$ cat src/rtl/bp_me_mem_cmd_burst_collector.sv
// Purpose : collects a BP burst memory command (header + dword beats) into one
//           single-message output carrying the header and the whole block.
// Latency : output valid the cycle after the last beat (or after the header
//           for messages without data).
// Backpressure: while the collected message waits on mem_cmd_ready_and_i it is
//           held stable and both input channels stall (ready low).
// Ports   : clk_i/reset_i (sync, active-high); burst header channel
//           (mem_cmd_header_*); burst data channel (mem_cmd_data_*); collected
//           message out (mem_cmd_header_o, mem_cmd_data_o, mem_cmd_v_o,
//           mem_cmd_ready_and_i).
module bp_me_mem_cmd_burst_collector #(
  parameter int header_width_p = 64,
  parameter int data_width_p   = 64,
  parameter int block_width_p  = 512,
  parameter int size_lsb_p     = 0,
  parameter int has_data_bit_p = 3
) (
  input  logic                      clk_i,
  input  logic                      reset_i,

  input  logic [header_width_p-1:0] mem_cmd_header_i,
  input  logic                      mem_cmd_header_v_i,
  output logic                      mem_cmd_header_ready_and_o,

  input  logic [data_width_p-1:0]   mem_cmd_data_i,
  input  logic                      mem_cmd_data_v_i,
  output logic                      mem_cmd_data_ready_and_o,

  output logic [header_width_p-1:0] mem_cmd_header_o,
  output logic [block_width_p-1:0]  mem_cmd_data_o,
  output logic                      mem_cmd_v_o,
  input  logic                      mem_cmd_ready_and_i
);

  localparam int n_lp           = block_width_p / data_width_p;
  localparam int lg_n_lp        = $clog2(n_lp);
  localparam int cnt_width_lp   = lg_n_lp + 1;
  localparam int dword_bytes_lp = data_width_p / 8;

  typedef enum logic [1:0] {e_header, e_data, e_send} state_e;

  state_e                    state_q,  state_d;
  logic [header_width_p-1:0] header_q, header_d;
  logic [block_width_p-1:0]  block_q,  block_d;
  logic [cnt_width_lp-1:0]   cnt_q,    cnt_d;
  logic [cnt_width_lp-1:0]   beats_q,  beats_d;

  // Beats carried by a message of 2^size bytes: a sub-dword message still
  // occupies one beat; anything larger is capped at one full block.
  function automatic logic [cnt_width_lp-1:0] beats_f(input logic [2:0] size);
    int bytes;
    int beats;
    bytes = 1 << size;
    if (bytes <= dword_bytes_lp) begin
      beats = 1;
    end else begin
      beats = bytes / dword_bytes_lp;
      if (beats > n_lp) beats = n_lp;
    end
    return cnt_width_lp'(beats);
  endfunction

  always_comb begin
    state_d  = state_q;
    header_d = header_q;
    block_d  = block_q;
    cnt_d    = cnt_q;
    beats_d  = beats_q;

    mem_cmd_header_ready_and_o = 1'b0;
    mem_cmd_data_ready_and_o   = 1'b0;
    mem_cmd_v_o                = 1'b0;

    unique case (state_q)
      e_header: begin
        // Not ready while reset is held, so no header is taken during reset.
        mem_cmd_header_ready_and_o = ~reset_i;
        if (mem_cmd_header_v_i && !reset_i) begin
          header_d = mem_cmd_header_i;
          block_d  = '0;
          cnt_d    = '0;
          beats_d  = beats_f(mem_cmd_header_i[size_lsb_p +: 3]);
          state_d  = mem_cmd_header_i[has_data_bit_p] ? e_data : e_send;
        end
      end
      e_data: begin
        mem_cmd_data_ready_and_o = 1'b1;
        if (mem_cmd_data_v_i) begin
          block_d[cnt_q[lg_n_lp-1:0]*data_width_p +: data_width_p] = mem_cmd_data_i;
          cnt_d = cnt_q + cnt_width_lp'(1);
          if (cnt_q == beats_q - cnt_width_lp'(1)) state_d = e_send;
        end
      end
      e_send: begin
        mem_cmd_v_o = 1'b1;
        if (mem_cmd_ready_and_i) state_d = e_header;
      end
      default: state_d = e_header;
    endcase
  end

  always_ff @(posedge clk_i) begin
    if (reset_i) begin
      state_q  <= e_header;
      header_q <= '0;
      block_q  <= '0;
      cnt_q    <= '0;
      beats_q  <= '0;
    end else begin
      state_q  <= state_d;
      header_q <= header_d;
      block_q  <= block_d;
      cnt_q    <= cnt_d;
      beats_q  <= beats_d;
    end
  end

  assign mem_cmd_header_o = header_q;
  assign mem_cmd_data_o   = block_q;

endmodule

$ cat config.mk
export PLATFORM = sky130hd
export DESIGN_NAME = bp_me_mem_cmd_burst_collector
export DESIGN_NICKNAME = d
export VERILOG_FILES = /design/src/rtl/bp_me_mem_cmd_burst_collector.sv
export SDC_FILE = /design/constraint.sdc
export NUM_CORES = 1
export LEC_CHECK = 0
export BUFFER_PORTS_ARGS = -buffer_cell sky130_fd_sc_hd__buf_2
export CAP_MARGIN = 30
export CORE_AREA = 2 2 276 278
export DETAILED_ROUTE_END_ITERATION = 6
export DIE_AREA = 0 0 278 280
export PLACE_DENSITY_LB_ADDON = 0.2
export SYNTH_ARGS = -nofsm -noshare
export SYNTH_HDL_FRONTEND = slang
export SYNTH_SLANG_ARGS = --single-unit
$ cat constraint.sdc
create_clock -name clk_i -period 3.1 [get_ports clk_i]
set_input_delay 0.31 -clock clk_i [delete_from_list [all_inputs] [get_ports clk_i]]
set_output_delay 0.31 -clock clk_i [all_outputs]
set_load 0.02 [all_outputs]
==> results.json <==
{
  "final_nets": 3263,
  "ios": 712,
  "arrival_ns": 3.42,
  "cts_root_buf": "clkbuf_16",
  "power_frac_comb_pct": 7.9,
  "hold_depth": 2,
  "vias": 21038,
  "grt_pass1_vias": 19765,
  "post-place-ws_ns": 0.231,
  "period_minus_slack_ns": 2.89,
  "die_w_um": 278,
  "grt_max_degree": 186,
  "area_delta_synth_final_pct": 35.0,
  "p_leak_nw": 12.7,
  "cts_resized": 0,
  "layout-drive-gt1-share_pct": 30.2,
  "setup_ws_ns": 0.207,
  "maxSlewHeadroom_pct": 39.4,
  "rsz0062_at_grt": "no",
  "finalPower_mw": 17.5,
  "wl_per_cell_um": 23.7,
  "r2r-end": "mem_cmd_data_o[276]",
  "hold_path_end": "mem_cmd_data_o[120]",
  "cp-end-kind": "flop",
  "worstSetupStartpointType": "flop",
  "dp_hpwl_um": 67200,
  "stdcell_count": 4156,
  "worstMarginPinSlew_ns": 0.909,
  "powerDensity_nw_per_um2": 587,
  "antenna_left": 0,
  "path_clk_slew_ns": 0.06,
  "post_cts_buffers": 0,
  "hold_path_class": "in2reg",
  "drv_cap": 0,
  "drcViolationCount": 0,
  "synth_edf_count": 0,
  "period_share_pct": 93.3,
  "r2r_setup_slack_ns": 0.21,
  "fmax_mhz": 346,
  "initial_core_util_pct": 29.4,
  "p_sw_mw": 4.46,
  "gp_congestion": 0.836,
  "drv_slew": 0,
  "synth-seq-cells": 586,
  "syn_area_um2": 22100,
  "synth_ff_type": "dfxtp_1",
  "status": "finished, final reports clean",
  "hold_violations": 0,
  "p_seq_share_pct": 43.7,
  "r2r_cells": 8,
  "grt_pass1_wl_um": 140000,
  "r2r-start": "cnt_q[1]",
  "avgSynthCellArea_um2": 8.98,
  "cp_max_fo": 64,
  "critPathRequiredTime_ns": 3.62,
  "numCtsBuffers": 70,
  "yosysUniqueCellTypes": 55,
  "ir_drop_v": 0.000427,
  "intPower_mw": 13.1,
  "p_clk_share_pct": 48.3,
  "cts-htree-levels": 3,
  "insertion_delay_ns": 0.61,
  "grt_overflow_total": 0,
  "die-height_um": 280,
  "antenna_found_initial": 4,
  "async_flop_share_pct": 0,
  "die_area_um2": 77800,
  "ys_seq_area_share_pct": 53.1,
  "cts.sinks": 586,
  "core_region_area_um2": 75200,
  "cts_tree": "yes",
  "drtIter0Drc": 1654,
  "hold_path.startpoint": "reset_i",
  "io_buffers": 711,
  "place_inst": 3964,
  "num_rows": 101,
  "worstSetupPathType": "reg2reg",
  "finalInstanceArea_um2": 29800,
  "fin_skew_ns": 0.0264,
  "drtPass1Iterations": 5,
  "place_area_um2": 26800,
  "ys.warnings.count": 0,
  "switching_share_pct": 25.5,
  "max-clock-path-buffers": 3,
  "ctsHoldBuffers": 67,
  "synth_fp_nets": 2599,
  "finalSetupViolations": 0,
  "synthCells": 2461,
  "finalWirelength_um": 98600,
  "grt_use_total_pct": 24.1,
  "viasPerCell": 5.06
}
-- metrics by stage --
step | util, % | hold WS (ns) | TNS, ns
floorplan | - | 0.409 | -0.166
global placement | 35.6 | 0.435 | 0
detailed placement | 35.6 | 0.440 | 0
CTS | 39.7 | 0.000250 | 0
global route | 39.7 | 0.0161 | 0
finish | 39.7 | 0.0315 | 0
-- layer usage --
layer	global-route usage (%)	wire length (um)
met2	38.8	45900
met3	6.88	7810
met1	31.1	42000
met5	0	13
met4	7.50	2910
-- how the worst max path moves through the flow --
stage                                to  slack, ns  depth (start not counted)     start
detailed placement  mem_cmd_data_o[295]       0.23                          8  cnt_q[1]
finish              mem_cmd_data_o[276]       0.21                          8  cnt_q[1]
global placement    mem_cmd_data_o[372]       0.31                          7  cnt_q[1]
global route        mem_cmd_data_o[319]       0.01                          8  cnt_q[1]
floorplan           mem_cmd_data_o[260]     -0.003                         11  cnt_q[0]
CTS                 mem_cmd_data_o[302]       0.23                          8  cnt_q[1]
-- synth_stat cells (all sizes together), types with 3 or more instances --
cell / n / area [um^2]
o211ai: 26 / 195
nand3: 202 / 1010
o31ai: 38 / 285
nand3b: 153 / 1150
mux2: 39 / 439
inv: 24 / 90.1
a21oi: 246 / 1230
nor4: 3 / 18.8
nor4b: 4 / 41.3
xor2: 3 / 26.3
mux2i: 20 / 200
o21ai: 21 / 105
nand2: 380 / 1430
a22o: 70 / 613
o2111ai: 17 / 149
clkbuf: 174 / 653
nor2: 134 / 503
xnor2: 5 / 43.8
a32oi: 44 / 385
o32ai: 18 / 158
nor3: 7 / 40.0
ha: 5 / 62.6
a31oi: 4 / 25.0
dfxtp: 586 / 11700
and4: 5 / 43.8
nand4: 10 / 62.6
buf: 84 / 404
a22oi: 37 / 278
nor2b: 5 / 31.3
nand2b: 48 / 300
or3: 24 / 150
-- registers in the layout, summed over array words and instances, names as in the netlist --
| register | cells |
|---|---|
| mem_cmd_data_o | 512 |
| mem_cmd_header_o | 64 |
| beats_q | 4 |
| cnt_q | 4 |
| state_q | 2 |
-- power by group through the flow --
stage / registers (mW) / clock network, mW / logic [mW]
floorplan: 7.92 / 0 / 0.581
global placement: 7.82 / 0 / 1.33
detailed placement: 7.82 / 0 / 1.32
CTS: 7.66 / 8.67 / 1.39
global route: 7.66 / 8.96 / 1.47
finish: 7.66 / 8.47 / 1.39
-- placed cells by master, fill, tap and decap left out, types with 5 or more instances in the layout --
cell,synthesis,final
a22o_1,70,70
dlygate4sd3_1,0,67
o31ai_1,38,38
ha_1,5,5
a21oi_1,246,241
nand3_1,202,202
nor2_1,134,132
nand4_1,10,10
nor3_1,6,5
xnor2_1,5,5
o32ai_1,18,18
o2111ai_1,17,16
buf_12,0,19
nand3b_1,153,153
o21ai_1,7,6
clkbuf_1,174,19
o211ai_1,26,26
o21ai_0,14,13
nand2b_1,48,48
mux2_2,39,39
buf_4,1,52
or3_1,24,24
dfxtp_1,586,586
clkbuf_16,0,72
buf_2,44,710
a32oi_1,44,44
a22oi_1,37,37
nand2_1,380,379
clkbuf_8,0,17
inv_1,24,24
mux2i_1,20,20
-- critical path: stages (launching register included) --
cell and delay, ns:
dfxtp_1 0.45, inv_1 0.08, ha_1 0.20, ha_1 0.53, or3b_1 0.51, nor4b_2 0.39
buf_12 0.34, nand3_1 0.12, a21oi_1 0.16
-- kinds of logic after synthesis --
kind of cell,share of synthesized area (%)
XOR/XNOR,0.317
flip-flops,53.1
AND/OR/NAND/NOR,22.3
buffers and inverters,5.19
adder cells (fa/ha/maj),0.283
multiplexers,2.89
AO/OA/AOI/OAI,16.0
-- cell type report --
cell class	instances	area, um^2
fill	7662	45400
sequential	586	11700
multi-input combinational	1593	9390
timing repair buffer	850	5040
clock buffer	108	2110
tap	978	1220
clock inverter	16	256
inverter	24	90.1
antenna	1	2.50
Note: power is estimated with default switching activity, not from simulation.
